**src/rtl/nasti_burst_master_if.sv**
```systemverilog
// nasti_burst_master_if: NASTI (AXI4) channel bundles, one interface per channel.
interface nasti_aw #(parameter int ID_WIDTH = 1, parameter int ADDR_WIDTH = 16, parameter int USER_WIDTH = 1);
   logic                  valid, ready;
   logic [ID_WIDTH-1:0]   id;
   logic [ADDR_WIDTH-1:0] addr;
   logic [7:0]            len;
   logic [2:0]            size;
   logic [1:0]            burst;
   logic                  lock;
   logic [3:0]            cache;
   logic [2:0]            prot;
   logic [3:0]            qos, region;
   logic [USER_WIDTH-1:0] user;
   modport master (output valid, id, addr, len, size, burst, lock, cache, prot, qos, region, user, input ready);
   modport slave (input valid, id, addr, len, size, burst, lock, cache, prot, qos, region, user, output ready);
endinterface

interface nasti_ar #(parameter int ID_WIDTH = 1, parameter int ADDR_WIDTH = 16, parameter int USER_WIDTH = 1);
   logic                  valid, ready;
   logic [ID_WIDTH-1:0]   id;
   logic [ADDR_WIDTH-1:0] addr;
   logic [7:0]            len;
   logic [2:0]            size;
   logic [1:0]            burst;
   logic                  lock;
   logic [3:0]            cache;
   logic [2:0]            prot;
   logic [3:0]            qos, region;
   logic [USER_WIDTH-1:0] user;
   modport master (output valid, id, addr, len, size, burst, lock, cache, prot, qos, region, user, input ready);
   modport slave (input valid, id, addr, len, size, burst, lock, cache, prot, qos, region, user, output ready);
endinterface

interface nasti_w #(parameter int DATA_WIDTH = 128, parameter int USER_WIDTH = 1);
   logic                    valid, ready, last;
   logic [DATA_WIDTH-1:0]   data;
   logic [DATA_WIDTH/8-1:0] strb;
   logic [USER_WIDTH-1:0]   user;
   modport master (output valid, data, strb, last, user, input ready);
   modport slave (input valid, data, strb, last, user, output ready);
endinterface

interface nasti_b #(parameter int ID_WIDTH = 1, parameter int USER_WIDTH = 1);
   logic                  valid, ready;
   logic [ID_WIDTH-1:0]   id;
   logic [1:0]            resp;
   logic [USER_WIDTH-1:0] user;
   modport master (input valid, id, resp, user, output ready);
   modport slave (output valid, id, resp, user, input ready);
endinterface

interface nasti_r #(parameter int ID_WIDTH = 1, parameter int DATA_WIDTH = 128, parameter int USER_WIDTH = 1);
   logic                  valid, ready, last;
   logic [ID_WIDTH-1:0]   id;
   logic [DATA_WIDTH-1:0] data;
   logic [1:0]            resp;
   logic [USER_WIDTH-1:0] user;
   modport master (input valid, id, data, resp, last, user, output ready);
   modport slave (output valid, id, data, resp, last, user, input ready);
endinterface

```
**src/rtl/nasti_burst_master.sv**
```systemverilog
// nasti_burst_master: single-outstanding NASTI initiator turning command/stream
// requests into INCR write or read bursts.
module nasti_burst_master #(
   parameter int ID_WIDTH   = 1,
   parameter int ADDR_WIDTH = 16,
   parameter int DATA_WIDTH = 128,
   parameter int USER_WIDTH = 1
) (
   input  logic                    clk,
   input  logic                    rstn,
   input  logic                    cmd_valid,
   output logic                    cmd_ready,
   input  logic                    cmd_write,
   input  logic [ADDR_WIDTH-1:0]   cmd_addr,
   input  logic [7:0]              cmd_len,
   input  logic [ID_WIDTH-1:0]     cmd_id,
   input  logic                    wd_valid,
   output logic                    wd_ready,
   input  logic [DATA_WIDTH-1:0]   wd_data,
   input  logic [DATA_WIDTH/8-1:0] wd_strb,
   output logic                    rd_valid,
   input  logic                    rd_ready,
   output logic [DATA_WIDTH-1:0]   rd_data,
   output logic                    rd_last,
   output logic                    done_valid,
   output logic [1:0]              done_resp,
   nasti_aw.master                 aw,
   nasti_w.master                  w,
   nasti_b.master                  b,
   nasti_ar.master                 ar,
   nasti_r.master                  r
);
   localparam logic [2:0] SIZE = 3'($clog2(DATA_WIDTH / 8));
   localparam logic [1:0] OKAY = 2'd0;
   localparam logic [1:0] SLVERR = 2'd2;
   typedef enum logic [2:0] {IDLE, AW, WD, WB, AR, RD} state_t;
   state_t                state, state_n;
   logic [ADDR_WIDTH-1:0] addr;
   logic [7:0]            len, beat;
   logic [ID_WIDTH-1:0]   id;
   logic [1:0]            err, r_err, b_resp;
   logic                  w_hs, b_hs, r_hs;

   assign cmd_ready = state == IDLE;
   assign aw.valid  = state == AW;
   assign aw.id     = id;
   assign aw.addr   = addr;
   assign aw.len    = len;
   assign aw.size   = SIZE;
   assign aw.burst  = 2'b01;
   assign aw.lock   = 1'b0;
   assign aw.cache  = '0;
   assign aw.prot   = '0;
   assign aw.qos    = '0;
   assign aw.region = '0;
   assign aw.user   = '0;
   assign ar.valid  = state == AR;
   assign ar.id     = id;
   assign ar.addr   = addr;
   assign ar.len    = len;
   assign ar.size   = SIZE;
   assign ar.burst  = 2'b01;
   assign ar.lock   = 1'b0;
   assign ar.cache  = '0;
   assign ar.prot   = '0;
   assign ar.qos    = '0;
   assign ar.region = '0;
   assign ar.user   = '0;
   assign w.valid   = state == WD && wd_valid;
   assign wd_ready  = state == WD && w.ready;
   assign w.data    = wd_data;
   assign w.strb    = wd_strb;
   assign w.last    = beat == len;
   assign w.user    = '0;
   assign b.ready   = state == WB;
   assign r.ready   = state == RD && rd_ready;
   assign rd_valid  = state == RD && r.valid;
   assign rd_data   = r.data;
   assign rd_last   = r.last;
   assign w_hs      = state == WD && wd_valid && w.ready;
   assign b_hs      = state == WB && b.valid;
   assign r_hs      = state == RD && rd_ready && r.valid;
   // First error wins; a beat-count/last disagreement counts as SLVERR.
   assign r_err  = err != OKAY ? err : r.resp != OKAY ? r.resp : r.id != id ? SLVERR :
                   r.last != (beat == len) ? SLVERR : OKAY;
   assign b_resp = b.id != id ? SLVERR : b.resp;

   always_comb begin
      state_n = state;
      case (state)
         IDLE:    state_n = cmd_valid ? (cmd_write ? AW : AR) : IDLE;
         AW:      state_n = aw.ready ? WD : AW;
         WD:      state_n = w_hs && w.last ? WB : WD;
         WB:      state_n = b_hs ? IDLE : WB;
         AR:      state_n = ar.ready ? RD : AR;
         RD:      state_n = r_hs && r.last ? IDLE : RD;
         default: state_n = IDLE;
      endcase
   end

   always_ff @(posedge clk or negedge rstn) begin
      if (!rstn) begin
         state      <= IDLE;
         addr       <= '0;
         len        <= '0;
         id         <= '0;
         beat       <= '0;
         err        <= OKAY;
         done_valid <= 1'b0;
         done_resp  <= OKAY;
      end else begin
         state      <= state_n;
         done_valid <= b_hs || (r_hs && r.last);
         if (cmd_valid && cmd_ready) begin
            addr <= cmd_addr;
            len  <= cmd_len;
            id   <= cmd_id;
            beat <= '0;
            err  <= OKAY;
         end
         if (w_hs || r_hs) beat <= beat + 8'd1;
         if (r_hs) err <= r_err;
         if (b_hs) done_resp <= b_resp;
         if (r_hs && r.last) done_resp <= r_err;
      end
   end
endmodule

```
**src/flat_wrapper.sv**
```systemverilog
// flat-port wrapper written by rule: the top's interface ports become plain ports
module nasti_burst_master_flat 
#(
   parameter int ID_WIDTH   = 1,
   parameter int ADDR_WIDTH = 16,
   parameter int DATA_WIDTH = 128,
   parameter int USER_WIDTH = 1
)
  (clk, rstn, cmd_valid, cmd_ready, cmd_write, cmd_addr, cmd_len, cmd_id, wd_valid, wd_ready, wd_data, wd_strb, rd_valid, rd_ready, rd_data, rd_last, done_valid, done_resp, aw_valid, aw_id, aw_addr, aw_len, aw_size, aw_burst, aw_lock, aw_cache, aw_prot, aw_qos, aw_region, aw_user, aw_ready, w_valid, w_data, w_strb, w_last, w_user, w_ready, b_valid, b_id, b_resp, b_user, b_ready, ar_valid, ar_id, ar_addr, ar_len, ar_size, ar_burst, ar_lock, ar_cache, ar_prot, ar_qos, ar_region, ar_user, ar_ready, r_valid, r_id, r_data, r_resp, r_last, r_user, r_ready);
  nasti_aw #(.ID_WIDTH(ID_WIDTH), .ADDR_WIDTH(ADDR_WIDTH), .USER_WIDTH(USER_WIDTH)) aw_i ();
  nasti_w #(.DATA_WIDTH(DATA_WIDTH), .USER_WIDTH(USER_WIDTH)) w_i ();
  nasti_b #(.ID_WIDTH(ID_WIDTH), .USER_WIDTH(USER_WIDTH)) b_i ();
  nasti_ar #(.ID_WIDTH(ID_WIDTH), .ADDR_WIDTH(ADDR_WIDTH), .USER_WIDTH(USER_WIDTH)) ar_i ();
  nasti_r #(.ID_WIDTH(ID_WIDTH), .DATA_WIDTH(DATA_WIDTH), .USER_WIDTH(USER_WIDTH)) r_i ();
  input  logic clk;
  input  logic rstn;
  input  logic cmd_valid;
  output logic cmd_ready;
  input  logic cmd_write;
  input  logic [ADDR_WIDTH-1:0] cmd_addr;
  input  logic [7:0] cmd_len;
  input  logic [ID_WIDTH-1:0] cmd_id;
  input  logic wd_valid;
  output logic wd_ready;
  input  logic [DATA_WIDTH-1:0] wd_data;
  input  logic [DATA_WIDTH/8-1:0] wd_strb;
  output logic rd_valid;
  input  logic rd_ready;
  output logic [DATA_WIDTH-1:0] rd_data;
  output logic rd_last;
  output logic done_valid;
  output logic [1:0] done_resp;
  output wire logic [$bits(aw_i.valid)-1:0] aw_valid;
  output wire logic [$bits(aw_i.id)-1:0] aw_id;
  output wire logic [$bits(aw_i.addr)-1:0] aw_addr;
  output wire logic [$bits(aw_i.len)-1:0] aw_len;
  output wire logic [$bits(aw_i.size)-1:0] aw_size;
  output wire logic [$bits(aw_i.burst)-1:0] aw_burst;
  output wire logic [$bits(aw_i.lock)-1:0] aw_lock;
  output wire logic [$bits(aw_i.cache)-1:0] aw_cache;
  output wire logic [$bits(aw_i.prot)-1:0] aw_prot;
  output wire logic [$bits(aw_i.qos)-1:0] aw_qos;
  output wire logic [$bits(aw_i.region)-1:0] aw_region;
  output wire logic [$bits(aw_i.user)-1:0] aw_user;
  input wire logic [$bits(aw_i.ready)-1:0] aw_ready;
  output wire logic [$bits(w_i.valid)-1:0] w_valid;
  output wire logic [$bits(w_i.data)-1:0] w_data;
  output wire logic [$bits(w_i.strb)-1:0] w_strb;
  output wire logic [$bits(w_i.last)-1:0] w_last;
  output wire logic [$bits(w_i.user)-1:0] w_user;
  input wire logic [$bits(w_i.ready)-1:0] w_ready;
  input wire logic [$bits(b_i.valid)-1:0] b_valid;
  input wire logic [$bits(b_i.id)-1:0] b_id;
  input wire logic [$bits(b_i.resp)-1:0] b_resp;
  input wire logic [$bits(b_i.user)-1:0] b_user;
  output wire logic [$bits(b_i.ready)-1:0] b_ready;
  output wire logic [$bits(ar_i.valid)-1:0] ar_valid;
  output wire logic [$bits(ar_i.id)-1:0] ar_id;
  output wire logic [$bits(ar_i.addr)-1:0] ar_addr;
  output wire logic [$bits(ar_i.len)-1:0] ar_len;
  output wire logic [$bits(ar_i.size)-1:0] ar_size;
  output wire logic [$bits(ar_i.burst)-1:0] ar_burst;
  output wire logic [$bits(ar_i.lock)-1:0] ar_lock;
  output wire logic [$bits(ar_i.cache)-1:0] ar_cache;
  output wire logic [$bits(ar_i.prot)-1:0] ar_prot;
  output wire logic [$bits(ar_i.qos)-1:0] ar_qos;
  output wire logic [$bits(ar_i.region)-1:0] ar_region;
  output wire logic [$bits(ar_i.user)-1:0] ar_user;
  input wire logic [$bits(ar_i.ready)-1:0] ar_ready;
  input wire logic [$bits(r_i.valid)-1:0] r_valid;
  input wire logic [$bits(r_i.id)-1:0] r_id;
  input wire logic [$bits(r_i.data)-1:0] r_data;
  input wire logic [$bits(r_i.resp)-1:0] r_resp;
  input wire logic [$bits(r_i.last)-1:0] r_last;
  input wire logic [$bits(r_i.user)-1:0] r_user;
  output wire logic [$bits(r_i.ready)-1:0] r_ready;
  assign aw_valid = aw_i.valid;
  assign aw_id = aw_i.id;
  assign aw_addr = aw_i.addr;
  assign aw_len = aw_i.len;
  assign aw_size = aw_i.size;
  assign aw_burst = aw_i.burst;
  assign aw_lock = aw_i.lock;
  assign aw_cache = aw_i.cache;
  assign aw_prot = aw_i.prot;
  assign aw_qos = aw_i.qos;
  assign aw_region = aw_i.region;
  assign aw_user = aw_i.user;
  assign aw_i.ready = aw_ready;
  assign w_valid = w_i.valid;
  assign w_data = w_i.data;
  assign w_strb = w_i.strb;
  assign w_last = w_i.last;
  assign w_user = w_i.user;
  assign w_i.ready = w_ready;
  assign b_i.valid = b_valid;
  assign b_i.id = b_id;
  assign b_i.resp = b_resp;
  assign b_i.user = b_user;
  assign b_ready = b_i.ready;
  assign ar_valid = ar_i.valid;
  assign ar_id = ar_i.id;
  assign ar_addr = ar_i.addr;
  assign ar_len = ar_i.len;
  assign ar_size = ar_i.size;
  assign ar_burst = ar_i.burst;
  assign ar_lock = ar_i.lock;
  assign ar_cache = ar_i.cache;
  assign ar_prot = ar_i.prot;
  assign ar_qos = ar_i.qos;
  assign ar_region = ar_i.region;
  assign ar_user = ar_i.user;
  assign ar_i.ready = ar_ready;
  assign r_i.valid = r_valid;
  assign r_i.id = r_id;
  assign r_i.data = r_data;
  assign r_i.resp = r_resp;
  assign r_i.last = r_last;
  assign r_i.user = r_user;
  assign r_ready = r_i.ready;
  nasti_burst_master #(.ID_WIDTH(ID_WIDTH), .ADDR_WIDTH(ADDR_WIDTH), .DATA_WIDTH(DATA_WIDTH), .USER_WIDTH(USER_WIDTH)) u_core (.clk(clk), .rstn(rstn), .cmd_valid(cmd_valid), .cmd_ready(cmd_ready), .cmd_write(cmd_write), .cmd_addr(cmd_addr), .cmd_len(cmd_len), .cmd_id(cmd_id), .wd_valid(wd_valid), .wd_ready(wd_ready), .wd_data(wd_data), .wd_strb(wd_strb), .rd_valid(rd_valid), .rd_ready(rd_ready), .rd_data(rd_data), .rd_last(rd_last), .done_valid(done_valid), .done_resp(done_resp), .aw(aw_i), .w(w_i), .b(b_i), .ar(ar_i), .r(r_i));
endmodule
```
**config.mk**
```make
export PLATFORM = sky130hd
export DESIGN_NAME = nasti_burst_master_flat
export DESIGN_NICKNAME = d
export VERILOG_FILES = /design/src/rtl/nasti_burst_master_if.sv /design/src/rtl/nasti_burst_master.sv /design/src/flat_wrapper.sv
export SDC_FILE = /design/constraint.sdc
export NUM_CORES = 1
export LEC_CHECK = 0
export CORE_AREA = 2 2 269 271
export CTS_BUF_LIST = sky130_fd_sc_hd__clkbuf_2 sky130_fd_sc_hd__clkbuf_4 sky130_fd_sc_hd__clkbuf_8
export CTS_CLUSTER_DIAMETER = 60
export DETAILED_ROUTE_END_ITERATION = 6
export DIE_AREA = 0 0 271 273
export SYNTH_ARGS = -nofsm -noshare
export SYNTH_HDL_FRONTEND = slang
export SYNTH_SLANG_ARGS = --single-unit
```
**constraint.sdc**
```tcl
create_clock -name clk -period 1.9 [get_ports clk]
set_input_delay 0.38 -clock clk [delete_from_list [all_inputs] [get_ports clk]]
set_output_delay 0.38 -clock clk [all_outputs]
set_load 0.02 [all_outputs]
```
Yosys cells after proc, flatten, opt, wreduce, memory -nomap -nowiden
Cells that the tools add are included. Widths: inputs -> output; s select.

Register bits: 41. Word-level logic and storage cells: 55.

Multiplexer cells: 19. Reduce and logical (&&, ||, !) cells: 18. Add/sub/neg operators: 1. Equal/unequal tests: 9.

Operators by type and width (count): $mux 2 (11); $pmux 3 s6 (1); $mux 8 (2); $logic_and 1x1->1 (10); $reduce_bool 2->1 (5); $mux 3 (3); $add 8x1->8 const B (1); $eq 8x8->1 (1); $eq 3x2->1 const B (2); $eq 3x3->1 const B (2); $eq 3x1->1 const B (1); $logic_not 3->1 (1); $ne 1x1->1 (3); $logic_or 1x1->1 (2); $mux 1 (2).

Depth between registers and ports, before layout
Depth after elaboration: 7. Mapped depth: 7. Mapped depth without buffers: 4.

Worst setup path after synthesis
Ideal clock, no wire load.

Path type: reg-to-reg. From: register u_core.state[2]. To: register u_core.beat[0]. Setup slack: 26 ps. Data arrival time: 1750 ps. Library setup time: 125 ps. Period minus slack after synthesis: 1874 ps. Path buffers: 1. Cell stages (with the launch flop): 6. Cells stage by stage: dfrtp_1 > nor3_1 > and2_1 > buf_4 > nor2_1 > mux2_2.

Elaborated cells on any way between the ends: 11. Those cells by class: 2 x eq/ne; 1 x mux; 8 x reduce/logical.

RTL lines: start, declared (RTL line nasti_burst_master.sv:37) `state_t state, state_n;`; start signal, assigned (RTL line nasti_burst_master.sv:112) `state <= state_n;`; $logic_not 3->1 (RTL line nasti_burst_master.sv:44) `assign cmd_ready = state == IDLE;`; via cmd_ready (RTL line flat_wrapper.sv:18) `output logic cmd_ready;`; $logic_and 1x1->1 (RTL line nasti_burst_master.sv:114) `if (cmd_valid && cmd_ready) begin`; $reduce_bool 2->1 (no source line); end signal, assigned (RTL line nasti_burst_master.sv:121) `if (w_hs || r_hs) beat <= beat + 8'd1;`; end, declared (RTL line nasti_burst_master.sv:39) `logic [7:0] len, beat;`.

The timed path passes the listed nets, and every way through them passes these cells. A chain may end at the register's enable or synchronous reset.

Worst setup path in the final report
From: register u_core.state[2]. To: output wd_ready.

Cells in the longest elaborated chain, start to end: 2.

Ends and longest elaborated chain: $eq 3x2->1 (RTL line nasti_burst_master.sv:70) `assign wd_ready = state == WD && w.ready;`; $logic_and 1x1->1 (RTL line nasti_burst_master.sv:70); end, declared (RTL line flat_wrapper.sv:24) `output logic wd_ready;`.

No other way between the ends.

==> results.json <==
{
  "vias": 2804,
  "async_reset_ff_share_pct": 100,
  "grtUsageMet3_pct": 5.31,
  "pre_cts_ws_ns": -0.442,
  "cts_buffer_depth": 2,
  "violations": "negative setup slack",
  "hpwl_mm": 17.6,
  "grtUsageMet2_pct": 7.25,
  "clkLatencyLatePin_ns": 0.36,
  "status": "complete, but fails checks",
  "n_fill_cell": 8315,
  "endpoint_kind": "output pin",
  "rows": 98,
  "fp.dieH_microns": 273,
  "yosys.area.top_type_share_pct": 56.0,
  "grtUsageTotal_pct": 5.52,
  "crit_type": "flip-flop to output pin",
  "drcViolationCount": 0,
  "period_minus_slack_ns": 1.92,
  "drv_cap": 0,
  "setup_tns_ns": -0.0190,
  "synth_flop_cell": "dfrtp_1",
  "first_pass_iters": 5,
  "ys_seq_area_share_pct": 22.3,
  "fin_cells": 1369,
  "hold_viol": 0,
  "antenna_found_initial": 6,
  "setup-violations-final": 1,
  "period_share_pct": 101,
  "busiest_layer": "met2",
  "drtAntennaViolNets": 0,
  "synth-seq-cells": 41,
  "routabilityCongestion": 0.699,
  "grt_pass1_vias": 2805,
  "clkTransAtPathRegs_ns": 0.12,
  "ys_top_cells_by_area": "buf_4 (56%), dfrtp_1 (22%), nand2_1 (7.1%), xnor2_1 (2.1%), mux2i_1 (1.1%)",
  "routed_wl_mm": 21.3,
  "max_freq_ghz": 0.521,
  "p_per_area_mw_per_mm2": 785,
  "numPortBuffers": 105,
  "final_common_cell": "nand2_1",
  "slew_viol_final": 0,
  "p_leak_nw": 2.07,
  "cp_max_fo": 4,
  "cp-start-kind": "flip-flop",
  "start_util_pct": 6.49,
  "rsz0062_at_grt": "true",
  "arrival_ns": 1.54,
  "gr-usage-met1_pct": 4.91,
  "fp.dieArea_sq_mm": 0.0740,
  "tritoncts.num_buffers": 5,
  "core_area_sq_mm": 0.0710,
  "wire_per_inst_microns": 15.6,
  "vdd_ir_drop_max_uv": 304,
  "clock_skew_ns": 0.0312,
  "die_w_microns": 271,
  "yosys.area.top_type": "buf_4",
  "setup_ws_ns": -0.0190,
  "synth_cell_type_count": 38,
  "cts.sinks": 41,
  "grt-ovfl-total": 0,
  "ios": 697,
  "syn_inst": 570,
  "cts_tree": "built",
  "layout-drive-gt1-share_pct": 21.3,
  "most-common-layout-cells": "nand2_1 (84), clkdlybuf4s50_1 (72), conb_1 (45), buf_4 (43), dfrtp_1 (40)",
  "hold_path_class": "input port to asynchronous set/reset pin",
  "synth_edf_count": 0,
  "synth.avg_cell_area_sq_um": 8.09,
  "whs_ns": 0.485,
  "nets": 735,
  "worstPathRequired_ns": 1.52,
  "grt_first_pass_wirelength_mm": 26.2,
  "ys.warnings.count": 0,
  "dp.cells": 1355,
  "area_growth_pct": 7.25,
  "total_power_w": 0.00388,
  "syn_area_sq_mm": 0.00461,
  "vias_per_cell": 2.05,
  "grt_max_degree": 31,
  "dr.first_iter.drc_count": 74,
  "cts-root-buf": "clkbuf_8",
  "h-tree-depth": 2
}
[routing by layer]
metal / vias up / part of all wire (%) / wire, microns
met1: 1137 / 32 / 6730
met3: 151 / 21 / 4400
met2: 421 / 38 / 8200
met4: 8 / 8.7 / 1860
li1: 1087 / - / -
met5: - / 0.68 / 145
[path summary, 6_finish.rpt]
| path | from | endpoint | slack [ns] | depth (start not counted) |
|---|---|---|---|---|
| min in group clk | u_core.ar.addr[0] | u_core.ar.addr[0] | 0.50 | 2 |
| setup / recovery | u_core.state[2] | wd_ready | -0.02 | 4 |
| hold / removal | rstn | u_core.ar.addr[4] | 0.49 | 2 |
| hold reg to reg | u_core.ar.addr[0] | u_core.ar.addr[0] | 0.50 | 2 |
| max in group asynchronous | rstn | u_core.ar.len[1] | 0.82 | 3 |
| setup reg to reg | u_core.state[2] | u_core.beat[2] | 0.01 | 7 |
[report_power, final]
| part | internal (W) | switching [W] | total, W |
|---|---|---|---|
| Clock | 0.000411 | 0.000437 | 0.000848 |
| Combinational | 0.000864 | 0.000992 | 0.00186 |
| Sequential | 0.00103 | 0.000144 | 0.00118 |
| Total | 0.00231 | 0.00157 | 0.00388 |
[worst max-delay path, stage by stage, from the launching register on]
cell and delay (ns):
dfrtp_1 0.43, buf_6 0.13, or3b_4 0.39, nor2_4 0.11, buf_6 0.12
[what timing repair did]
| action | CTS | global route |
|---|---|---|
| setup endpoints to repair | 49 | 16 |
| hold buffers | 1 | 0 |
| pin swaps | 5 | 6 |
| endpoints found under the hold margin | 11 | 0 |
| resized for setup | 72 | 17 |
| setup buffers | 3 | 1 |
[area by class of cell]
class	instances	area [sq um]	area share [%]
antenna	1	2.50	0.0506
clock buffer	6	76.3	1.54
clock inverter	2	38.8	0.785
inverter	5	18.8	0.380
multi-input combinational	213	1190	24.0
sequential	41	1030	20.8
tap	950	1190	24.0
timing repair buffer	151	1400	28.4
[cell families (layout without fill, tap and decap cells)]
logic type / Yosys count / in the layout / synth area share (%)
XOR/XNOR: 11 / 11 / 2.09
other: 2 / 46 / 0.163
adder cells (fa/ha/maj): 1 / 1 / 0.271
flip-flops: 41 / 41 / 22.3
AO/OA/AOI/OAI: 20 / 20 / 3.12
buffers and inverters: 359 / 164 / 57.5
AND/OR/NAND/NOR: 128 / 128 / 12.8
multiplexers: 8 / 8 / 1.82
[sequential cells by signal, summed over array words and instances, names as in the netlist]
| register | cells |
|---|---|
| u_core.done_resp | 2 |
| u_core.done_valid | 1 |
| u_core.beat | 8 |
| u_core.state | 3 |
| u_core.ar.addr | 16 |
| u_core.err | 2 |
| u_core.ar.id | 1 |
| u_core.ar.len | 8 |
[synthesized netlist by cell type (2+ instances only)]
| cell type | n |
|---|---|
| inv_1 | 5 |
| dfrtp_1 | 41 |
| mux2_2 | 3 |
| and4_1 | 2 |
| nand4_1 | 6 |
| nor2_1 | 5 |
| o21ai_0 | 4 |
| clkbuf_1 | 5 |
| buf_2 | 4 |
| and3_1 | 4 |
| buf_4 | 344 |
| a21oi_1 | 5 |
| nor3_1 | 3 |
| a22oi_1 | 2 |
| nand2_1 | 87 |
| and2_1 | 3 |
| xnor2_1 | 11 |
| o211ai_1 | 2 |
| nand3_1 | 7 |
| nor2b_1 | 3 |
| conb_1 | 2 |
| mux2i_1 | 5 |
| a31oi_1 | 2 |
[stage by stage]
stage / area [sq um] / utilization [%]
after floorplan: 4770 / -
after global placement: 4720 / 6.65
after detailed placement: 4720 / 6.65
after CTS: 4910 / 6.91
after global routing: 4940 / 6.96
final: 4940 / 6.96
No activity file was read; power rests on OpenSTA's default activity.
